`config.mk`:
```
export PLATFORM = sky130hd
export DESIGN_NAME = odd_even_burst_sched_flat
export DESIGN_NICKNAME = d
export VERILOG_FILES = /design/src/rtl/odd_even_burst_sched_pkg.sv /design/src/rtl/odd_even_burst_sched_if.sv /design/src/rtl/odd_even_burst_sched_counter_core.sv /design/src/rtl/odd_even_burst_sched.sv /design/src/flat_wrapper.sv
export SDC_FILE = /design/constraint.sdc
export NUM_CORES = 1
export LEC_CHECK = 0
export CORE_MARGIN = 4
export CORE_UTILIZATION = 27
export DETAILED_ROUTE_END_ITERATION = 16
export PLACE_DENSITY = 0.56
export SYNTH_ARGS = -nofsm -noshare
export SYNTH_HDL_FRONTEND = slang
export SYNTH_HIERARCHICAL = 1
export SYNTH_SLANG_ARGS = --single-unit
```
`constraint.sdc`:
```
create_clock -name Clock -period 1.8 [get_ports Clock]
set_input_delay 0.36 -clock Clock [delete_from_list [all_inputs] [get_ports Clock]]
set_output_delay 0.36 -clock Clock [all_outputs]
set_load 0.02 [all_outputs]
```
`src/rtl/odd_even_burst_sched_pkg.sv`:
```
// Shared types and constants for the odd/even burst scheduler and its counter core.
package odd_even_pkg;

   typedef enum logic [1:0] {
      IDLE = 2'd0,
      LOAD = 2'd1,
      RUN  = 2'd2,
      DONE = 2'd3
   } state_t;

   localparam int EVEN_START = 0;
   localparam int ODD_START  = 1;
   localparam int STEP       = 2;

endpackage

```
`src/rtl/odd_even_burst_sched_if.sv`:
```
// Requester-side bus of the burst scheduler: requests in, grant/stream/completion out.
interface odd_even_burst_sched_if #(
   parameter int NREQ  = 2,
   parameter int WIDTH = 4,
   parameter int LW    = 4
);
   logic [NREQ-1:0]    req;
   logic [NREQ-1:0]    req_mode;
   logic [NREQ*LW-1:0] req_len;
   logic [NREQ-1:0]    gnt;
   logic               busy;
   logic [WIDTH-1:0]   Q;
   logic               q_valid;
   logic [NREQ-1:0]    done;

   modport master (
      output req, req_mode, req_len,
      input  gnt, busy, Q, q_valid, done
   );

   modport slave (
      input  req, req_mode, req_len,
      output gnt, busy, Q, q_valid, done
   );
endinterface

```
`src/rtl/odd_even_burst_sched_counter_core.sv`:
```
// Odd/even counter: loads 0 or 1 by parity, then steps by two with natural wrap.
module odd_even_counter_core
   import odd_even_pkg::*;
#(
   parameter int WIDTH = 4
) (
   input  logic             Clock,
   input  logic             Clear,
   input  logic             load,
   input  logic             step,
   input  logic             mode,
   output logic [WIDTH-1:0] Q
);

   always_ff @(posedge Clock) begin
      if (!Clear)
         Q <= '0;
      else if (load)
         Q <= mode ? WIDTH'(ODD_START) : WIDTH'(EVEN_START);
      else if (step)
         Q <= Q + WIDTH'(STEP);
   end

endmodule

```
`src/rtl/odd_even_burst_sched.sv`:
```
// Round-robin scheduler sharing one odd/even counter among NREQ burst requesters.
module odd_even_burst_sched
   import odd_even_pkg::*;
#(
   parameter int NREQ  = 2,
   parameter int WIDTH = 4,
   parameter int LW    = 4
) (
   input  logic                   Clock,
   input  logic                   Clear,
   odd_even_burst_sched_if.slave  bus
);

   localparam int IDW = $clog2(NREQ);

   state_t            state;
   logic [IDW-1:0]    ptr;
   logic [IDW-1:0]    id;
   logic              mode_l;
   logic [LW-1:0]     len_l;
   logic [LW-1:0]     rem;
   logic [IDW-1:0]    pick;
   logic              pick_mode;
   logic [LW-1:0]     pick_len;
   logic [NREQ-1:0]   id_onehot;
   logic              cnt_load;
   logic              cnt_step;

   // Descending scan so the requester closest to ptr (upward, wrapping) wins last.
   function automatic logic [IDW-1:0] rr_pick(input logic [NREQ-1:0] r,
                                              input logic [IDW-1:0]  p);
      logic [IDW-1:0] win;
      logic [IDW-1:0] kk;
      int             k;
      win = p;
      for (int i = NREQ - 1; i >= 0; i--) begin
         k  = (int'(p) + i) % NREQ;
         kk = IDW'(k);
         if (r[kk])
            win = kk;
      end
      return win;
   endfunction

   assign pick = rr_pick(bus.req, ptr);

   always_comb begin
      pick_mode = 1'b0;
      pick_len  = '0;
      for (int i = 0; i < NREQ; i++) begin
         if (IDW'(i) == pick) begin
            pick_mode = bus.req_mode[i];
            pick_len  = bus.req_len[i*LW +: LW];
         end
      end
   end

   always_ff @(posedge Clock) begin
      if (!Clear) begin
         state <= IDLE;
         ptr   <= '0;
      end else begin
         case (state)
            IDLE: begin
               if (|bus.req) begin
                  id     <= pick;
                  mode_l <= pick_mode;
                  len_l  <= pick_len;
                  state  <= LOAD;
               end
            end
            LOAD: begin
               rem   <= len_l;
               state <= (len_l == '0) ? DONE : RUN;
            end
            RUN: begin
               rem <= rem - LW'(1);
               if (rem == LW'(1))
                  state <= DONE;
            end
            DONE: begin
               ptr   <= (id == IDW'(NREQ - 1)) ? '0 : id + IDW'(1);
               state <= IDLE;
            end
            default: state <= IDLE;
         endcase
      end
   end

   // The last element stays on Q through DONE and IDLE, so no step on it.
   assign cnt_load = (state == LOAD);
   assign cnt_step = (state == RUN) && (rem != LW'(1));

   odd_even_counter_core #(.WIDTH(WIDTH)) u_core (
      .Clock (Clock),
      .Clear (Clear),
      .load  (cnt_load),
      .step  (cnt_step),
      .mode  (mode_l),
      .Q     (bus.Q)
   );

   assign id_onehot   = NREQ'(1) << id;
   assign bus.busy    = (state != IDLE);
   assign bus.q_valid = (state == RUN);
   assign bus.gnt     = bus.busy ? id_onehot : '0;
   assign bus.done    = (state == DONE) ? id_onehot : '0;

endmodule

```
`src/flat_wrapper.sv`:
```
// flat-port wrapper written by rule: the top's interface ports become plain ports
module odd_even_burst_sched_flat import odd_even_pkg::*;
#(
   parameter int NREQ  = 2,
   parameter int WIDTH = 4,
   parameter int LW    = 4
)
  (Clock, Clear, bus_req, bus_req_mode, bus_req_len, bus_gnt, bus_busy, bus_Q, bus_q_valid, bus_done);
  odd_even_burst_sched_if #(.NREQ(NREQ), .WIDTH(WIDTH), .LW(LW)) bus_i ();
  input  logic Clock;
  input  logic Clear;
  input wire logic [$bits(bus_i.req)-1:0] bus_req;
  input wire logic [$bits(bus_i.req_mode)-1:0] bus_req_mode;
  input wire logic [$bits(bus_i.req_len)-1:0] bus_req_len;
  output wire logic [$bits(bus_i.gnt)-1:0] bus_gnt;
  output wire logic [$bits(bus_i.busy)-1:0] bus_busy;
  output wire logic [$bits(bus_i.Q)-1:0] bus_Q;
  output wire logic [$bits(bus_i.q_valid)-1:0] bus_q_valid;
  output wire logic [$bits(bus_i.done)-1:0] bus_done;
  assign bus_i.req = bus_req;
  assign bus_i.req_mode = bus_req_mode;
  assign bus_i.req_len = bus_req_len;
  assign bus_gnt = bus_i.gnt;
  assign bus_busy = bus_i.busy;
  assign bus_Q = bus_i.Q;
  assign bus_q_valid = bus_i.q_valid;
  assign bus_done = bus_i.done;
  odd_even_burst_sched #(.NREQ(NREQ), .WIDTH(WIDTH), .LW(LW)) u_core (.Clock(Clock), .Clear(Clear), .bus(bus_i));
endmodule
```
## Yosys cells after proc, flatten, opt, wreduce, memory -nomap -nowiden

Cells that the tools add are included.

| operators by class | value |
|---|---|
| mux-type cells | 19 |
| equality and inequality tests | 7 |
| reduce and logical (&&, ||, !) cells | 10 |
| add/sub/neg operators | 4 |
| shift-type cells | 1 |
| magnitude comparators | 2 |

Operators with widths:

| kind | count |
|---|---|
| two-way mux 4 bit | 3 |
| two-way mux 1 bit | 10 |
| two-way mux 2 bit | 4 |
| one-hot mux 2 bit (4 select lines) | 1 |
| one-hot mux 4 bit (2 select lines) | 1 |
| nonzero test 2 bit | 3 |
| adder 4 x 2 -> 4 bit, second input constant | 1 |
| equality test 2 bit, second input constant | 2 |
| equality test 4 x 1 -> 1 bit, second input constant | 1 |
| zero test 4 bit | 1 |
| < comparator 1 x 2 -> 1 bit, second input constant | 2 |
| inequality test 2 x 1 -> 1 bit, second input constant | 2 |
| inequality test 4 x 1 -> 1 bit, second input constant | 1 |
| AND reduction 2 bit | 2 |
| subtractor 4 x 1 -> 4 bit, second input constant | 1 |
| AND reduction 3 bit | 1 |
| adder 1 bit, second input constant | 2 |
| equality test 2 x 1 -> 1 bit, second input constant | 1 |
| zero test 2 bit | 1 |
| OR reduction 2 bit | 1 |
| << shifter 1 x 1 -> 2 bit, first input constant | 1 |
| logical AND 1 bit | 1 |

| word-level totals | value |
|---|---|
| output and inout bits | 10 |
| register bits after elaboration | 17 |
| input port bits | 14 |

## Depth between registers and ports, before layout

| depth | value |
|---|---|
| word-level depth | 6 |
| gate-level depth with buffers | 6 |
| mapped depth without buffers | 6 |

## Hierarchy

Netlist, hierarchy kept.

By module, submodules not included:

| module | area each (µm²) | cells an instance | sequential area each (µm²) | instances |
|---|---|---|---|---|
| odd_even_burst_sched | 726.9 | 63 | 360.3 | 1 |
| odd_even_counter_core | 163.9 | 15 | 80.1 | 1 |

## Worst setup path before layout

OpenSTA, ideal clock, no wires.

| timing path | value |
|---|---|
| kind | flip-flop to flip-flop |
| from | register u_core.state[0] |
| to | register u_core.u_core.Q[2] |
| cell stages (with the launch flop) | 7 |
| arrival time | 1.457 ns |
| path buffers | 1 |
| path slack | 0.229 ns |
| library setup time | 0.114 ns |
| cells stage by stage | dfxtp_1 -> inv_1 -> ha_1 -> clkbuf_1 -> and2_2 -> mux2i_1 -> nor2_1 |

| on the way | value |
|---|---|
| longest elaborated chain between the ends | 3 |
| elaborated cells between the ends (all ways) | 5 |

Ends and longest elaborated chain:

| element | line | text |
|---|---|---|
| start: declaration | odd_even_burst_sched.sv:16 | `state_t state;` |
| start signal: assignment | odd_even_burst_sched.sv:74 | `state <= (len_l == '0) ? DONE : RUN;` |
| equality test 2 bit | -- |  |
| named net bus_q_valid | flat_wrapper.sv:18 | `output wire logic [$bits(bus_i.q_valid)-1:0] bus_q_valid;` |
| logical AND 1 bit | odd_even_burst_sched.sv:92 | `assign cnt_step = (state == RUN) && (rem != LW'(1));` |
| named net u_core.cnt_step | odd_even_burst_sched.sv:27 | `logic cnt_step;` |
| nonzero test 2 bit (no source line) | -- |  |
| end signal: assignment | odd_even_burst_sched_counter_core.sv:19 | `Q <= mode ? WIDTH'(ODD_START) : WIDTH'(EVEN_START);` |
| end signal: assignment | odd_even_burst_sched_counter_core.sv:21 | `Q <= Q + WIDTH'(STEP);` |
| end: declaration | odd_even_burst_sched_counter_core.sv:12 | `output logic [WIDTH-1:0] Q` |

The timed path passes the listed nets, and every way through them passes these cells.
A chain may end at the register's enable or synchronous reset.

## Worst setup path in the final report

| timing path | value |
|---|---|
| from | register u_core.state[0] |
| to | output port bus_done[0] |

| on the way | value |
|---|---|
| longest elaborated chain between the ends | 2 |

Ends and longest elaborated chain:

| element | line | text |
|---|---|---|
| equality test 2 bit | odd_even_burst_sched.sv:107 | `assign bus.done = (state == DONE) ? id_onehot : '0;` |
| two-way mux 2 bit | odd_even_burst_sched.sv:107 |  |
| end: declaration | flat_wrapper.sv:19 | `output wire logic [$bits(bus_i.done)-1:0] bus_done;` |

Every way passes these cells.

==> report_table.html <==
<table>
<tr><th>Metric</th><th>Value</th></tr>
<tr><th colspan="2">Status</th></tr>
<tr><td>Result of the run</td><td>completed</td></tr>
<tr><th colspan="2">Timing</th></tr>
<tr><td>Final Setup Violations</td><td>0</td></tr>
<tr><td>Setup repair after global routing missed its margin</td><td>false</td></tr>
<tr><td>Relative slew slack</td><td>between 80% and 90%</td></tr>
<tr><td>Clk_skew</td><td>0.00809 ns</td></tr>
<tr><td>Time the final worst path needs with I/O delays and setup</td><td>approximately 1.7 ns</td></tr>
<tr><td>Transition time at the pin with the least slew margin</td><td>0.290 ns</td></tr>
<tr><td>Final hold viol count</td><td>0</td></tr>
<tr><td>Fmax achieved</td><td>a little under 600 MHz</td></tr>
<tr><td>Final hold slack</td><td>0.492 ns</td></tr>
<tr><td>Period Utilization, post-route</td><td>between 90% and 100%</td></tr>
<tr><td>Final max-slew violation count</td><td>0</td></tr>
<tr><td>Total Negative Setup Slacks</td><td>0 ns</td></tr>
<tr><th colspan="2">Finish</th></tr>
<tr><td>Antenna Cells</td><td>0</td></tr>
<tr><td>Number of nets in the layout</td><td>about 130</td></tr>
<tr><td>Share of final-layout standard cells stronger than drive strength 1</td><td>between 20% and 30%</td></tr>
<tr><td>Area occupied by multi-input gates</td><td>approximately 420 sq um</td></tr>
<tr><td>Finished Core Util</td><td>between 30 and 40%</td></tr>
<tr><td>Layout Cell Area excl Fill</td><td>approximately 1200 sq um</td></tr>
<tr><td>Layout Cells excl Fill</td><td>about 150</td></tr>
<tr><td>Register Area</td><td>between 400 and 500 sq um</td></tr>
<tr><td>Synthesis-to-layout area growth</td><td>37.2%</td></tr>
<tr><td>Count of filler cells inserted in the layout</td><td>336</td></tr>
<tr><th colspan="2">Floorplanning</th></tr>
<tr><td>Height of the chip</td><td>around 65 microns</td></tr>
<tr><td>CORE AREA</td><td>a little over 3000 sq um</td></tr>
<tr><td>Area enclosed by the die boundary</td><td>approximately 4300 sq um</td></tr>
<tr><td>Number of top-level design ports</td><td>24</td></tr>
<tr><td>Site Rows</td><td>20</td></tr>
<tr><td>Starting utilization of the core area</td><td>~29%</td></tr>
<tr><td>Die extent in x</td><td>between 60 and 70 microns</td></tr>
<tr><th colspan="2">CTS</th></tr>
<tr><td>Deepest clock path buffer count</td><td>2</td></tr>
<tr><td>CTS tree</td><td>done</td></tr>
<tr><td>Root Driver</td><td>clkbuf_4</td></tr>
<tr><td>Clock transition at the registers of the reported paths</td><td>0.10 ns</td></tr>
<tr><td>Num CTS Buffers</td><td>3</td></tr>
<tr><td>Clock Latency Late Sink</td><td>approximately 0.29 ns</td></tr>
<tr><td>Number of hold buffers added after cts</td><td>0</td></tr>
<tr><td>Number of buffers inserted to repair setup after CTS</td><td>0</td></tr>
<tr><td>Clock Sink Count</td><td>17</td></tr>
<tr><td>Maximum level of the CTS H-tree</td><td>1</td></tr>
<tr><th colspan="2">Flow run</th></tr>
<tr><td>Number of max-capacitance violations reported</td><td>0</td></tr>
<tr><th colspan="2">Global route</th></tr>
<tr><td>First-pass GRT wire length</td><td>approximately 2.9 mm</td></tr>
<tr><td>Sum of overflow across all layers after global routing</td><td>0</td></tr>
<tr><td>Met2 usage</td><td>around 15%</td></tr>
<tr><td>Overall routing resource usage</td><td>under 10%</td></tr>
<tr><td>Pin count of the biggest net entering global routing</td><td>12</td></tr>
<tr><td>Global routing met1 resource utilization</td><td>between 10% and 20%</td></tr>
<tr><td>Fraction of met3 tracks used by global routing</td><td>2.39%</td></tr>
<tr><td>Via count of the first global-routing pass</td><td>around 690</td></tr>
<tr><td>Antenna violations before repair</td><td>0</td></tr>
<tr><td>Top Usage Layer GRT</td><td>met2</td></tr>
<tr><th colspan="2">Power</th></tr>
<tr><td>Switching power</td><td>0.000491 W</td></tr>
<tr><td>Part of the total power dissipated in combinational logic</td><td>a little over two fifths</td></tr>
<tr><td>Switching part of the total power</td><td>between 30% and 40%</td></tr>
<tr><td>Power density cells</td><td>roughly 1100 nW/um^2</td></tr>
<tr><td>Pint</td><td>roughly 0.00091 W</td></tr>
<tr><td>VDD IR-drop max</td><td>0.483 mV</td></tr>
<tr><td>Relative contribution of sequential cells to total power</td><td>a little over two fifths</td></tr>
<tr><td>Part of the total power dissipated in the clock network</td><td>14.3%</td></tr>
<tr><td>Leakage power of the design</td><td>0.507 nW</td></tr>
<tr><th colspan="2">Placed design</th></tr>
<tr><td>Half-perimeter wire length after placement</td><td>between 1 and 1.5 mm</td></tr>
<tr><td>Cell count after placement</td><td>roughly 150</td></tr>
<tr><td>Count of buffers from port buffering</td><td>23</td></tr>
<tr><td>Placed Area</td><td>around 1200 sq um</td></tr>
<tr><td>Gp weighted congestion</td><td>0.766</td></tr>
<tr><th colspan="2">Critical path</th></tr>
<tr><td>Number of cell instances on the worst register-to-register path</td><td>6</td></tr>
<tr><td>Largest fanout of any net on the critical path</td><td>4</td></tr>
<tr><td>Worst endpoint data arrival time</td><td>between 1 and 1.5 ns</td></tr>
<tr><td>Critical Path, Cell by Cell</td><td>buf_4 -&gt; ha_1 -&gt; nor2b_1 -&gt; clkdlybuf4s15_2</td></tr>
<tr><td>Startpoint types</td><td>flip-flop</td></tr>
<tr><td>Slowest CP cell</td><td>dfxtp_2</td></tr>
<tr><td>Register-to-register path setup slack</td><td>about 0.19 ns</td></tr>
<tr><td>Gate family responsible for the most delay along the worst path</td><td>buffers and inverters</td></tr>
<tr><td>Launching point of the worst reg2reg path</td><td>u_core/rem[1]$_DFFE_PP_</td></tr>
<tr><td>Worst path required time</td><td>1.44 ns</td></tr>
<tr><td>Combined buffer and inverter count along the critical path</td><td>2</td></tr>
<tr><td>Worst flop-to-flop path endpoint</td><td>u_core/u_core/Q[3]$_SDFFE_PN0P_</td></tr>
<tr><td>Sort of element at the end of the critical path</td><td>output port</td></tr>
<tr><td>Critical path class</td><td>flip-flop to output port</td></tr>
<tr><td>Max incr delay on CP</td><td>0.35 ns</td></tr>
<tr><th colspan="2">Synth</th></tr>
<tr><td>Mean post-synth cell area</td><td>approximately 11 sq um</td></tr>
<tr><td>Netlist area before placement</td><td>891 sq um</td></tr>
<tr><td>Synthesis warning total</td><td>6</td></tr>
<tr><td>Share of the yosys chip area belonging to registers</td><td>between 40% and 50%</td></tr>
<tr><td>Synthesized netlist net count</td><td>99</td></tr>
<tr><td>Synth unique cells</td><td>26</td></tr>
<tr><td>Cell count after synthesis</td><td>78</td></tr>
<tr><td>Synthesized flop and latch total</td><td>17</td></tr>
<tr><th colspan="2">Detailed routing</th></tr>
<tr><td>Final ANT Viol Nets</td><td>0</td></tr>
<tr><td>Detail-routed net length per standard cell</td><td>between 10 and 15 microns</td></tr>
<tr><td>Vias post-DR</td><td>approximately 650</td></tr>
<tr><td>Starting DRT DRC Count</td><td>16</td></tr>
<tr><td>Via density</td><td>~4.3</td></tr>
<tr><td>Detailed Routing Iterations Pass 1</td><td>4</td></tr>
<tr><td>WL final</td><td>approximately 1.7 mm</td></tr>
<tr><td>Residual DRC count</td><td>0</td></tr>
<tr><th colspan="2">Worst hold path</th></tr>
<tr><td>Hold Path Class</td><td>flip-flop to flip-flop</td></tr>
<tr><td>Beginning of the worst hold path</td><td>u_core/state[1]$_SDFFE_PN0P_</td></tr>
<tr><td>Depth of the worst hold-timing path</td><td>2</td></tr>
<tr><td>Min-Delay Endpoint</td><td>u_core/state[1]$_SDFFE_PN0P_</td></tr>
</table>
==> timing repair <==
action,4_1_cts,5_1_grt
cloned,0,0
setup endpoints to repair,6,4
resized for setup,17,6
==> cell usage in the layout, fill, tap and decap left out, types with 3 or more instances in the layout <==
master and n:
buf_4 5, buf_2 3, nor2_1 7, a21oi_1 5, ha_1 7, clkbuf_4 3
edfxtp_1 10, clkdlybuf4s50_1 17, inv_1 8, dfxtp_1 5, nor2b_1 3, mux2_2 5
mux2i_1 4, xnor2_1 3
==> logic make-up after synthesis <==
| kind of cell | count (synthesis) | share of synthesized area [%] |
|---|---|---|
| AND/OR/NAND/NOR | 21 | 13.1 |
| flip-flops | 17 | 49.4 |
| AO/OA/AOI/OAI | 11 | 8.85 |
| buffers and inverters | 9 | 3.79 |
| multiplexers | 9 | 10.8 |
| adder cells (fa/ha/maj) | 8 | 11.1 |
| XOR/XNOR | 3 | 2.95 |
==> layer usage <==
layer / routed length, microns / part of all wire [%]
met5: 0 / 0
met4: 22 / 1.3
met3: 112 / 6.7
met2: 783 / 47
met1: 764 / 45
==> worst reg2reg max path: stages, from the launching register on <==
cell and delay (ns):
edfxtp_1 0.40, inv_1 0.09, ha_1 0.13, or3b_4 0.39, and2_2 0.24, a21bo_1 0.17, a21oi_1 0.11
==> cells in the mapped netlist, drive strengths merged <==
master | number | area share (%)
nor3 | 1 | 0.56
nand3b | 1 | 0.84
a221o | 1 | 1.1
o21ai | 1 | 0.56
a21bo | 1 | 1.1
or3b | 1 | 1.3
nor3b | 1 | 0.84
inv | 8 | 3.4
nor2 | 7 | 2.9
a221oi | 1 | 0.98
a21oi | 5 | 2.8
dfxtp | 7 | 16
and2 | 2 | 1.5
edfxtp | 10 | 34
nand2 | 2 | 0.84
maj3 | 1 | 1.3
xnor2 | 3 | 2.9
clkbuf | 1 | 0.42
o211a | 2 | 2.2
nor2b | 3 | 2.1
nor4 | 1 | 0.70
ha | 7 | 9.8
mux2 | 5 | 6.3
nand2b | 2 | 1.4
mux2i | 4 | 4.5
==> final cells by class <==
type | count | share of cell area [%]
multi-input combinational | 52 | 34.1
inverter | 8 | 2.46
timing repair buffer | 28 | 20.5
clock buffer | 3 | 1.84
sequential | 17 | 36.2
clock inverter | 1 | 0.409
tap | 44 | 4.50
==> registers in the layout (all words and copies together), names as in the netlist <==
signal,flops
u_core/ptr,1
u_core/mode_l,1
u_core/len_l,4
u_core/id,1
u_core/state,2
u_core/u_core/Q,4
u_core/rem,4
==> power groups by stage <==
stage | Sequential [W] | Clock, W | Combinational (W)
final | 0.000603 | 0.000202 | 0.000601
after global routing | 0.000618 | 0.000227 | 0.000669
after CTS | 0.000604 | 0.000218 | 0.000623
after detailed placement | 0.000610 | 0 | 0.000633
after global placement | 0.000605 | 0 | 0.000625
after floorplan | 0.000610 | 0 | 0.000373
==> worst max path at each step <==
stage                                       from                         endpoint  slack, ns  depth (start not counted)
floorplan           u_core/state[0]$_SDFFE_PN0P_  u_core/u_core/Q[2]$_SDFFE_PN0P_       0.23                          6
global placement                      bus_req[0]        u_core/len_l[1]$_DFFE_PP_      -0.01                          4
detailed placement                    bus_req[0]        u_core/len_l[1]$_DFFE_PP_      -0.03                          4
CTS                 u_core/state[0]$_SDFFE_PN0P_                      bus_done[1]       0.03                          4
global route        u_core/state[0]$_SDFFE_PN0P_                      bus_done[0]       0.01                          4
finish              u_core/state[0]$_SDFFE_PN0P_                      bus_done[0]       0.07                          4
==> metrics by stage <==
step	setup slack [ns]	power, W
after floorplan	0.229	0.000983
final	0.0748	0.00141
after CTS	0.0252	0.00145
after global routing	0.0105	0.00151
after global placement	-0.00996	0.00123
after detailed placement	-0.0335	0.00124
Note: power is estimated with default switching activity, not from simulation.
